`config.mk`:
```
export PLATFORM = sky130hd
export DESIGN_NAME = idft_out_scaler
export DESIGN_NICKNAME = d
export VERILOG_FILES = /design/src/rtl/idft_pkg.sv /design/src/rtl/idft_frame_buf.sv /design/src/rtl/idft_out_scaler.sv
export SDC_FILE = /design/constraint.sdc
export NUM_CORES = 1
export LEC_CHECK = 0
export ABC_AREA = 1
export ABC_CLOCK_PERIOD_IN_PS = 5700
export BUFFER_PORTS_ARGS = -buffer_cell sky130_fd_sc_hd__buf_4
export CORE_MARGIN = 5
export CORE_UTILIZATION = 45
export DETAILED_ROUTE_END_ITERATION = 6
export HOLD_SLACK_MARGIN = 0.12
export MAX_ROUTING_LAYER = met4
export SYNTH_ARGS = -nofsm -noshare
export SYNTH_HDL_FRONTEND = slang
export SYNTH_HIERARCHICAL = 1
export SYNTH_SLANG_ARGS = --single-unit
```
`constraint.sdc`:
```
create_clock -name clk -period 5.7 [get_ports clk]
set_input_delay 1.14 -clock clk [delete_from_list [all_inputs] [get_ports clk]]
set_output_delay 1.14 -clock clk [all_outputs]
set_load 0.03 [all_outputs]
```
`src/rtl/idft_pkg.sv`:
```
// idft_pkg
// Shared definitions for the idft output stage: sample and frame sizes, the
// complex sample record stored in the frame buffer, and the 1/N rounding
// function applied to every sample on its way into the buffer.
package idft_pkg;

   localparam int SAMPLE_W   = 16;
   localparam int FRAME_LOG2 = 3;
   localparam int FRAME_N    = 1 << FRAME_LOG2;

   typedef struct packed {
      logic [SAMPLE_W-1:0] re;
      logic [SAMPLE_W-1:0] im;
   } cplx_t;

   // 1/N normalisation with round-half-up: add half an output LSB, then
   // arithmetic shift. One guard bit keeps the bias addition from wrapping
   // at the positive extreme. After the shift the result always fits back
   // into SAMPLE_W bits, so plain truncation is exact.
   function automatic logic [SAMPLE_W-1:0] scale_round(input logic [SAMPLE_W-1:0] x);
      logic signed [SAMPLE_W:0] wide;
      wide = $signed({x[SAMPLE_W-1], x}) + $signed((SAMPLE_W+1)'(1 << (FRAME_LOG2-1)));
      wide = wide >>> FRAME_LOG2;
      return wide[SAMPLE_W-1:0];
   endfunction

endpackage

```
`src/rtl/idft_frame_buf.sv`:
```
// idft_frame_buf
// Two-bank ping-pong frame store, FRAME_N complex entries per bank.
// Ports:
//   clk            - clock, rising edge
//   we             - write enable
//   wbank, waddr   - bank and entry written at the clock edge
//   wdata          - complex sample to store
//   rbank, raddr   - bank and entry presented on rdata
//   rdata          - combinational read of the selected entry
module idft_frame_buf
   import idft_pkg::*;
(
   input  logic                  clk,
   input  logic                  we,
   input  logic                  wbank,
   input  logic [FRAME_LOG2-1:0] waddr,
   input  cplx_t                 wdata,
   input  logic                  rbank,
   input  logic [FRAME_LOG2-1:0] raddr,
   output cplx_t                 rdata
);

   cplx_t mem [2][FRAME_N];

   // Storage needs no reset: a bank is only ever read after a complete frame
   // has been written into it.
   always_ff @(posedge clk) begin
      if (we) begin
         mem[wbank][waddr] <= wdata;
      end
   end

   assign rdata = mem[rbank][raddr];

endmodule

```
`src/rtl/idft_out_scaler.sv`:
```
// idft_out_scaler
// Scales the serial complex output of the idft by 1/N (round-half-up),
// collects each N-sample frame in a ping-pong buffer and replays it under a
// valid/ready handshake with first/last markers. Frames arriving while both
// banks are still occupied are dropped whole and flagged.
// Ports:
//   clk, rst            - clock, synchronous active-high reset
//   in, j_in, in_valid  - incoming sample stream, no back-pressure
//   out, j_out          - scaled sample, registered
//   out_valid/out_ready - output handshake
//   out_first/out_last  - word is sample 0 / sample N-1 of its frame
//   overflow            - one-cycle pulse per dropped input frame
module idft_out_scaler
   import idft_pkg::*;
#(
   parameter int BITS  = 15,
   parameter int LOG2N = 3
) (
   input  logic          clk,
   input  logic          rst,
   input  logic [BITS:0] in,
   input  logic [BITS:0] j_in,
   input  logic          in_valid,
   output logic [BITS:0] out,
   output logic [BITS:0] j_out,
   output logic          out_valid,
   input  logic          out_ready,
   output logic          out_first,
   output logic          out_last,
   output logic          overflow
);

   localparam logic [LOG2N-1:0] LAST = LOG2N'((1 << LOG2N) - 1);

   logic             wbank;
   logic [LOG2N-1:0] wcnt;
   logic             drop;
   logic             rbank;
   logic [LOG2N-1:0] rcnt;
   logic [1:0]       full;

   logic             hs;
   logic             release_rd;
   logic [1:0]       full_cleared;
   logic [1:0]       full_nxt;
   logic [LOG2N-1:0] rcnt_nxt;
   logic             rbank_nxt;
   logic             avail;
   logic             frame_start;
   logic             drop_start;
   logic             drop_eff;
   logic             we;
   logic             wr_done;
   cplx_t            wdata;
   cplx_t            rdata;

   assign wdata.re = scale_round(in);
   assign wdata.im = scale_round(j_in);

   idft_frame_buf u_buf (
      .clk   (clk),
      .we    (we),
      .wbank (wbank),
      .waddr (wcnt),
      .wdata (wdata),
      .rbank (rbank_nxt),
      .raddr (rcnt_nxt),
      .rdata (rdata)
   );

   // Read and write control. The reader's release of a bank is applied to
   // the full flags before the writer looks at them, so a frame starting on
   // the bank being freed in the same cycle is accepted. The output register
   // is loaded from the bank state as it stood before this edge, which gives
   // a completed frame one cycle before its first word appears.
   always_comb begin
      hs           = out_valid & out_ready;
      release_rd   = hs & (rcnt == LAST);
      full_cleared = full;
      if (release_rd) begin
         full_cleared[rbank] = 1'b0;
      end
      rcnt_nxt  = hs ? rcnt + 1'b1 : rcnt;
      rbank_nxt = release_rd ? ~rbank : rbank;
      avail     = full_cleared[rbank_nxt];

      frame_start = in_valid & (wcnt == '0);
      drop_start  = frame_start & full_cleared[wbank];
      drop_eff    = frame_start ? drop_start : drop;
      we          = in_valid & ~drop_eff;
      wr_done     = we & (wcnt == LAST);
      full_nxt    = full_cleared;
      if (wr_done) begin
         full_nxt[wbank] = 1'b1;
      end
   end

   // State and output registers. Dropped frames still advance wcnt so the
   // writer stays aligned to frame boundaries. Output data is forced to zero
   // whenever no word is on offer.
   always_ff @(posedge clk) begin
      if (rst) begin
         wbank     <= 1'b0;
         wcnt      <= '0;
         drop      <= 1'b0;
         rbank     <= 1'b0;
         rcnt      <= '0;
         full      <= 2'b00;
         out       <= '0;
         j_out     <= '0;
         out_valid <= 1'b0;
         overflow  <= 1'b0;
      end else begin
         full      <= full_nxt;
         rcnt      <= rcnt_nxt;
         rbank     <= rbank_nxt;
         out_valid <= avail;
         out       <= avail ? rdata.re : '0;
         j_out     <= avail ? rdata.im : '0;
         overflow  <= drop_start;
         if (in_valid) begin
            wcnt <= wcnt + 1'b1;
            drop <= (wcnt == LAST) ? 1'b0 : drop_eff;
            if (wr_done) begin
               wbank <= ~wbank;
            end
         end
      end
   end

   assign out_first = out_valid & (rcnt == '0);
   assign out_last  = out_valid & (rcnt == LAST);

endmodule
```
After elaboration in Yosys (flattened, before gate mapping)

Memory sizes are Yosys's and may differ from the RTL's.
Index checks and enable logic that the tools add are counted.

Bits in writable memories: 512
Input bits: 36
Output and inout port bits: 36
Register bits: 45
Logic and storage cells: 70
Memories kept: 1

Bitwise operators: 17
Magnitude comparators: 8
Equal/unequal tests: 2
Mux-type cells: 21
Reductions and logical operators: 7
$add $sub $neg: 4

Memory list:

| memory    | words | bits a word | rd ports | clocked after memory_dff | write ports | line                 | source |
|---|---|---|---|---|---|---|---|
| u_buf.mem | 2     | 256         | 1        | 0                        | 1           | idft_frame_buf.sv:23 | `cplx_t mem [2][FRAME_N];` |

Operators by type and width:

| operator                                                  | count |
|---|---|
| two-way mux 256 bit                                       | 1 |
| binary-select mux 32 bit (select 3 bit)                   | 1 |
| demux 32 bit (select 3 bit)                               | 1 |
| two-way mux 32 bit                                        | 3 |
| adder 16 x 4 -> 17 bit (second input constant)            | 2 |
| two-way mux 1 bit                                         | 10 |
| AND 1 bit                                                 | 8 |
| greater-or-equal comparator 4 bit (second input constant) | 2 |
| inverter 3 -> 4 bit                                       | 2 |
| adder 3 x 1 -> 3 bit (second input constant)              | 2 |
| equality test 3 bit (second input constant)               | 2 |
| logical NOT 3 bit                                         | 2 |
| < comparator 1 x 2 -> 1 bit (second input constant)       | 3 |
| < comparator 4 x 1 -> 1 bit (second input constant)       | 1 |
| two-way mux 2 bit                                         | 2 |
| inverter 1 bit                                            | 4 |
| logical AND 1 bit                                         | 3 |
| two-way mux 3 bit                                         | 1 |
| AND 2 bit                                                 | 1 |
| demux 1 bit (select 1 bit)                                | 2 |
| greater-or-equal comparator 1 bit (second input constant) | 2 |
| inverter 2 bit                                            | 1 |
| OR 2 bit                                                  | 1 |
| AND reduction 2 bit                                       | 1 |
| OR reduction 2 bit                                        | 1 |

Depth between registers and ports, before layout

Gate-level depths: netlist of run 1.

Depth in word-level cells: 15
Gate-level depth with buffers: 18
Gate-level depth less buffers: 15

By module

Netlist of run 1, hierarchy kept.

Modules (own cells, without submodules):

| module          | times used | seq. area each (µm²) | area an instance (µm²) | cells an instance |
|---|---|---|---|---|
| idft_frame_buf  | 1          | 15374.7              | 22112.5                | 2093 |
| idft_out_scaler | 1          | 900.9                | 2058.2                 | 266 |

Worst setup path after synthesis of run 1

No wires, ideal clock.

Kind: input to register
Start point: in out_ready
End point: mem u_buf/mem[0][32] (netlist name), enable pin
Stages on the path: 10
Library setup time: 0.461 ns
Path buffers: 0
Slack: 1.089 ns
Arrival time: 4.150 ns
Data required time: 5.239 ns
Cells stage by stage: nand4_1 > nand3_1 > nand2_1 > nand2_1 > nand2_1 > nor2_1 > inv_1 > nor2_1 > inv_1 > nor3_1

Word-level cells in the longest chain between the ends: 11

Ends and longest elaborated chain:

| what                                                 | line                  | source |
|---|---|---|
| start, declared                                      | idft_out_scaler.sv:27 | `input logic out_ready,` |
| AND 1 bit                                            | idft_out_scaler.sv:77 | `hs = out_valid & out_ready;` |
| AND 1 bit                                            | idft_out_scaler.sv:78 | `release_rd = hs & (rcnt == LAST);` |
| two-way mux 2 bit                                    | idft_out_scaler.sv:80 | `if (release_rd) begin` |
| two-way mux 1 bit (not written as such) (2 in a row) | idft_out_scaler.sv:88 | `drop_start = frame_start & full_cleared[wbank];` |
| AND 1 bit                                            | idft_out_scaler.sv:88 |  |
| two-way mux 1 bit                                    | idft_out_scaler.sv:89 | `drop_eff = frame_start ? drop_start : drop;` |
| inverter 1 bit                                       | idft_out_scaler.sv:90 | `we = in_valid & ~drop_eff;` |
| AND 1 bit                                            | idft_out_scaler.sv:90 |  |
| net we                                               | idft_out_scaler.sv:52 | `logic we;` |
| two-way mux 1 bit                                    | idft_frame_buf.sv:28  | `if (we) begin` |
| two-way mux 256 bit (not written as such)            | idft_frame_buf.sv:29  | `mem[wbank][waddr] <= wdata;` |
| end, declared                                        | idft_frame_buf.sv:23  |  |

The timed path passes the listed nets, and every way through them passes these cells. The select of a mux whose other input is x is not followed.

==> results.tsv, run 1 <==
metric	value	unit
cell taking the most area after synthesis	edfxtp_1	
Sw Ratio	0.2053	
most common cell after layout, fill and taps aside	nand2_1	
Critical Path Max Stage Delay	0.60	ns
Hold Crit Class	reg -> reg	
total wire length	57380	um
cts repair resizes	0	
Simple-Gate Fraction of Synth Area	0.2086	
setup TNS	0	ns
internal power	6.568	mW
Worst Setup Start Kind	flop	
CTS tree	yes	
Max Transition Viols Final	0	
Hold WS	0.4790	ns
Remaining DRCs	0	
total power	8.265	mW
endpoints failing hold	0	
initial antenna violation count	0	
Max Fclk	0.2656	GHz
peak supply drop	0.0001960	V
antenna cells	0	
Max Cap Viol	0	
dpl cells	3046	
layout cells sized above 1	0.08931	
most frequent cells in the layout	700 x nand2_1, 512 x edfxtp_1, 447 x inv_1, 396 x nand3_1, 97 x buf_4	
# Post-CTS Setup Buffers	0	
core box area	0.05350	mm2
post-synthesis mux area share	0	
per-cell routed wire length	18.23	um
CTS Buffer Depth	3	
Clock Sinks	557	
combinational fraction of design power	0.033	
clock-pin slew on the worst setup and hold paths	0.06	ns
pin count of the biggest net entering global routing	143	
P_leak	11.51	nW
Starting DRT DRC Count	1061	
endpoints failing setup	0	
Mapped Area	0.02417	mm2
post-synthesis compound-gate area fraction	0.003727	
Crit Path Category	reg -> reg	
Crit-path slowest cell	inv_8	
first-pass GRT wire length	88430	um
worst clock skew	0.01461	ns
overall global routing resource usage	0.1997	
Root Driver	clkbuf_16	
TritonCTS buffer count	55	
CP max FO	142	
Die W	241.8	um
adder-cell share of the synthesized area	0.004141	
IO Count	72	
RSZ-0062 raised after global routing	false	
WP data required	6.21	ns
Layout area overhead	11.57	%
#FFs+latches synth	557	
Starting Density	0.4518	
Crit path arrival time	4.27	ns
Psw	1.697	mW
Tmin final	3.765	ns
GP Congestion	0.7808	
worst slew pin tran	1.342	ns
top cell type's share of synthesized area	0.6361	
critical-path cell list	ha_1 > ha_1 > inv_1 > o21ai_2 > nand2_1 > inv_8 > inv_6 > buf_12 > nand2_1 > nand3_1 > nand3_1 > nand3_1 > nand2_1 > inv_1 > nor2_2	
cts hold-fix bufs	0	
period utilization	0.6605	
fin nets	2451	
worst relative slew slack	0.09891	
area of the die	0.05845	mm2
Reg power frac	0.550	
total congestion overflow	0	
Post-Syn Area per Cell	10.25	um2
Synth area leaders	edfxtp_1 64%, nand2_1 11%, nand3_1 8.2%	
H-tree depth	2	
post-detail-place hpwl	29370	um
Yosys warnings	6	
post-route ant nets	0	
DRT Pass-1 Iters	5	
# port buffers	67	
non-filler cells, final	3148	
vias per cell	4.974	
Via Count	15660	
status	complete, no violations	
sequential share of the synthesized area	0.6734	
pwr/cell area	306.5	mW/mm2
Die Y	241.8	um
Yosys cell types	32	
largest family of logic cells by synthesized area	simple AND/OR/NAND/NOR gates	
Gate Count Post-Synth	2359	
vias in the first global route	15320	
xor-xnor portion of the synthesized cell area	0.008697	
Mapped Nets	2403	
final core utilization	0.5041	
FP Rows	85	
Clock Latency Late Sink	0.60	ns
Clock Power Share	0.417	
critical path endpoint category	flop	
-- routing by layer --
metal,vias up,track usage,share of wire,wire (um)
met5,-,-,0,0
met4,0,0.05069,0.021,1181
met3,84,0.02948,0.052,2966
met2,395,0.3413,0.50,28700
met1,7538,0.2536,0.43,24530
li1,7640,-,-,-
-- critical path, delay by kind of cell (launching register included) --
kind	cells	cell delay, ns
adders and majority gates	2	0.38
and+or+nand+nor	7	0.77
DFF	1	0.34
AOI/OAI and AO/OA	1	0.13
buffers and inverters	5	1.75
-- state kept, by name, indices dropped and copies added (netlist names) --
register,cells
wcnt,3
rcnt,3
overflow,1
out,16
wbank,1
out_valid,1
drop,1
j_out,16
full,2
rbank,1
u_buf/mem,512
-- cells by family after synthesis --
| logic type | after synthesis |
|---|---|
| AOI/OAI and AO/OA | 15 |
| xor gates and xnor gates | 24 |
| adders and majority gates | 8 |
| buffers and inverters | 564 |
| DFF | 557 |
| and+or+nand+nor | 1191 |
-- power groups by stage --
stage          Clock, mW  Combinational [mW]  Sequential [mW]
2_1_floorplan          0               0.157             4.63
3_3_place_gp           0               0.265             4.63
3_5_place_dp           0               0.274             4.63
4_1_cts             3.51               0.276             4.55
5_1_grt             3.69               0.306             4.55
6_report            3.45               0.272             4.55
-- cell type report --
cell class | instances | area, um2
Clock buffer | 75 | 1534
Timing Repair Buffer | 101 | 808.3
Clock inverter | 27 | 171.4
Tap cell | 696 | 870.8
Inverter | 454 | 1722
Multi-Input combinational cell | 1238 | 5585
Fill cell | 4656 | 26530
Sequential cell | 557 | 16280
-- stage by stage --
step | setup slack [ns] | cell area (um2)
final | 1.935 | 26970
after global placement | 1.477 | 25250
after detailed placement | 1.458 | 25250
after floorplan | 1.089 | 24170
after global routing | 1.668 | 26970
after CTS | 2.026 | 26960
-- synthesized netlist by cell type --
cell type / instances
nand2_1: 700
inv_1: 450
a31oi_1: 1
xnor2_1: 4
a21oi_1: 4
nor4_1: 1
nor2_1: 64
inv_2: 3
or2_1: 1
nand3_1: 396
buf_2: 41
buf_1: 15
dfxtp_1: 45
buf_12: 1
buf_6: 32
nand4_1: 6
edfxtp_1: 512
o21ai_2: 2
xor2_1: 20
nand2_2: 1
nor3b_1: 1
nor3_2: 1
nor3_1: 10
a21oi_2: 1
a21boi_0: 1
inv_4: 1
nor2_2: 9
buf_4: 7
ha_1: 8
clkbuf_1: 14
o21ai_0: 6
nor2_4: 1
-- final timing paths --
path                              start       end  slack, ns  cells after the start
worst max register to register  rcnt[1]  j_out[7]       1.93                     15
worst min register to register     drop      drop       0.48                      2
worst max-delay path            rcnt[1]  j_out[7]       1.93                     15
worst min-delay path               drop      drop       0.48                      2
Note: power is estimated with default switching activity, not from simulation.
==> run 2: changes to the inputs <==
--- a/config.mk
+++ b/config.mk
@@ -5,8 +5,8 @@
 export SDC_FILE = /design/constraint.sdc
 export NUM_CORES = 1
 export LEC_CHECK = 0
-export ABC_AREA = 1
-export ABC_CLOCK_PERIOD_IN_PS = 5700
+export ABC_AREA = 0
+export ABC_CLOCK_PERIOD_IN_PS = 3800
 export BUFFER_PORTS_ARGS = -buffer_cell sky130_fd_sc_hd__buf_4
 export CORE_MARGIN = 5
 export CORE_UTILIZATION = 45
==> constraint.sdc (replaced) <==
create_clock -name clk -period 3.8 [get_ports clk]
set_input_delay 0.76 -clock clk [delete_from_list [all_inputs] [get_ports clk]]
set_output_delay 0.76 -clock clk [all_outputs]
set_load 0.03 [all_outputs]
==> results.tsv, run 2 <==
metric	value	unit	change
design area	0.02510	mm2	-6.9%
Hold Crit Class	in -> reg		
Mapped Nets	1064		-56%
vias per cell	5.735		+15%
DRT Pass-1 Iters	5		unchanged
GP Congestion	0.7017		-10%
number of flops mapped to enable cells by yosys	512		unchanged
Root Driver	clkbuf_16		
Yosys warnings	6		unchanged
cts hold-fix bufs	0		unchanged
Clock Power Share	0.435		+0.018
max reg flops	512		unchanged
antenna cells	0		unchanged
Via Count	10440		-33%
worst clock skew	0.01996	ns	+0.005346 ns
CTS tree	yes		
Mapped Area	0.02142	mm2	-11%
# Post-CTS Setup Buffers	0		unchanged
RSZ-0062 raised after global routing	false		
endpoints failing hold	0		unchanged
Clock Latency Late Sink	0.60	ns	about the same
layout cells sized above 1	0.3361		+0.2468
# port buffers	67		unchanged
H-tree depth	2		unchanged
CP max FO	27		-81%
cell taking the most area after synthesis	edfxtp_1		
TritonCTS buffer count	56		+1.8%
pin count of the biggest net entering global routing	53		-63%
pwr/cell area	508.5	mW/mm2	+66%
total congestion overflow	0		unchanged
biggest regs	u_buf/mem: 512 flops, j_out: 16 flops, out: 16 flops		
Synth area leaders	edfxtp_1 72%, mux4_2 13%, dfxtp_1 4.2%		
vias in the first global route	10850		-29%
Max Fclk	0.3158	GHz	+19%
IO Count	72		unchanged
most common cell after layout, fill and taps aside	edfxtp_1		
Max Cap Viol	0		unchanged
sequential share of the synthesized area	0.7598		+0.08641
core box area	0.04745	mm2	-11%
critical path endpoint category	flop		
filler instances	3750		-19%
internal power	10.26	mW	+56%
worst slew pin tran	1.260	ns	-0.08177 ns
Reg power frac	0.533		-0.017
Starting DRT DRC Count	1008		-5.0%
count leader, synth	edfxtp_1		
non-filler cells, final	1820		-42%
top_reg_cell synth	edfxtp_1		
Clock Sinks	557		unchanged
cts repair resizes	0		unchanged
async set-or-reset flop fraction in the synthesized netlist	0		unchanged
Gate Count Post-Synth	1020		-57%
Worst Setup Start Kind	flop		
combinational fraction of design power	0.032		about the same
Psw	2.506	mW	+48%
post-detail-place hpwl	26310	um	-10%
Crit path arrival time	3.45	ns	-0.82 ns
initial antenna violation count	0		unchanged
#FFs+latches synth	557		unchanged
Crit Path Category	reg -> reg		
reg2reg path depth	9		-6
most frequent cells in the layout	512 x edfxtp_1, 128 x buf_4, 128 x mux4_2, 64 x a22oi_1, 57 x clkbuf_16		
Reg-to-Reg End	u_buf/mem[1][73]		
overall global routing resource usage	0.1855		-0.01423
Tmin final	3.166	ns	-0.5988 ns
Remaining DRCs	0		unchanged
status	complete, no violations		
r2r setup slk	0.63	ns	-1.30 ns
Starting Density	0.4515		about the same
Synth top cells by count	512 x edfxtp_1, 128 x mux4_2, 64 x a22oi_1		
dpl cells	1716		-44%
P_leak	7.950	nW	-31%
first-pass GRT wire length	70360	um	-20%
post-route ant nets	0		unchanged
WP data required	4.08	ns	-2.13 ns
area of the die	0.05207	mm2	-11%
Die Y	228.2	um	-5.6%
per-cell routed wire length	25.82	um	+42%
total power	12.76	mW	+54%
Max Transition Viols Final	0		unchanged
fin nets	1203		-51%
Post-Syn Area per Cell	21.00	um2	+100%
Sw Ratio	0.1963		-0.008954
hold path cells	3		+1
peak supply drop	0.0003596	V	+83%
worst relative slew slack	0.1538		+0.05491
Die W	228.2	um	-5.6%
total wire length	46990	um	-18%
Top reg by flops	u_buf/mem		
CTS Buffer Depth	3		unchanged
clock-pin slew on the worst setup and hold paths	0.06	ns	about the same
Layout area overhead	17.19	%	
top cell type's share of synthesized area	0.7177		+0.08162
setup TNS	0	ns	unchanged
worst hold endpoint	wcnt[0]		
RR Startpoint	rcnt[0]		
Yosys cell types	42		+31%
endpoints failing setup	0		unchanged
FP Rows	80		-5.9%
hold_sp	in_valid		
placement-stage cell area	0.02324	mm2	-8.0%
period utilization	0.8332		+0.1727
-- run 2: cell count changes in the layout (fill, tap and decap cells not counted), sizes merged, moves of 55 or more --
cell | previous run | this run
nand2 | 701 | 47
inv | 453 | 11
nand3 | 396 | 13
mux4 | 0 | 128
a22oi | 0 | 64
nor2 | 74 | 19
-- run 2: power by group through the flow --
stage               registers, mW  clock network (mW)  logic [mW]
finish                       6.81                5.55       0.411
global route                 6.81                5.96       0.446
CTS                          6.81                5.67       0.415
detailed placement           6.94                   0       0.413
global placement             6.93                   0       0.404
floorplan                    6.94                   0       0.220
-- run 2: logic make-up after synthesis --
| logic type | after synthesis | synth area share |
|---|---|---|
| compound gates | 73 | 0.02564 |
| xor+xnor | 27 | 0.01139 |
| fa+ha+maj | 8 | 0.004673 |
| buf+inv | 64 | 0.01437 |
| flops | 557 | 0.7598 |
| mux | 134 | 0.1381 |
| simple gates | 157 | 0.04608 |
-- run 2: worst max-delay path by stage --
stage / startpoint / to / slack (ns) / depth (start not counted)
floorplan: out_ready / u_buf/mem[0][160] / -0.53 / 6
global placement: out_ready / j_out[4] / 0.58 / 9
detailed placement: out_ready / j_out[4] / 0.59 / 9
CTS: rcnt[0] / u_buf/mem[1][80] / 0.65 / 9
global route: rcnt[0] / u_buf/mem[1][80] / 0.38 / 9
finish: rcnt[0] / u_buf/mem[1][73] / 0.63 / 9
-- run 2: per-layer routing --
metal	share of wire	global-route usage	up-vias	wire, um
met5	0	-	-	0
met4	0.014	0.03536	0	649
met3	0.062	0.03519	55	2913
met2	0.47	0.2820	310	22240
met1	0.45	0.2689	5583	21190
li1	-	-	4489	-
-- run 2: final cells by class --
type / instances / area [um2] / share of cell area
clock buffers: 76 / 1548 / 0.06165
clock inverters: 28 / 316.6 / 0.01261
inverters: 8 / 37.54 / 0.001495
multi-input cells: 399 / 5016 / 0.1998
flip-flops and latches: 557 / 16280 / 0.6483
well taps: 615 / 769.5 / 0.03065
repair buffers: 137 / 1141 / 0.04545
-- run 2: critical path, cell delays in order, from the launching register on --
cell	delay, ns
dfxtp_1	0.39
ha_1	0.18
ha_1	0.22
nand4b_1	0.16
a32oi_1	0.34
o21ai_0	0.13
nor2_1	0.29
nand2_1	0.31
nor3_4	0.50
buf_12	0.31
-- run 2: stage by stage --
stage          worst slack [ns]  utilization  hold WS (ns)
2_1_floorplan           -0.5337            -        0.4862
3_3_place_gp             0.5830       0.4898        0.5029
3_5_place_dp             0.5896       0.4898        0.5095
4_1_cts                  0.6476       0.5291        0.4629
5_1_grt                  0.3793       0.5291        0.4811
6_report                 0.6338       0.5291        0.5048
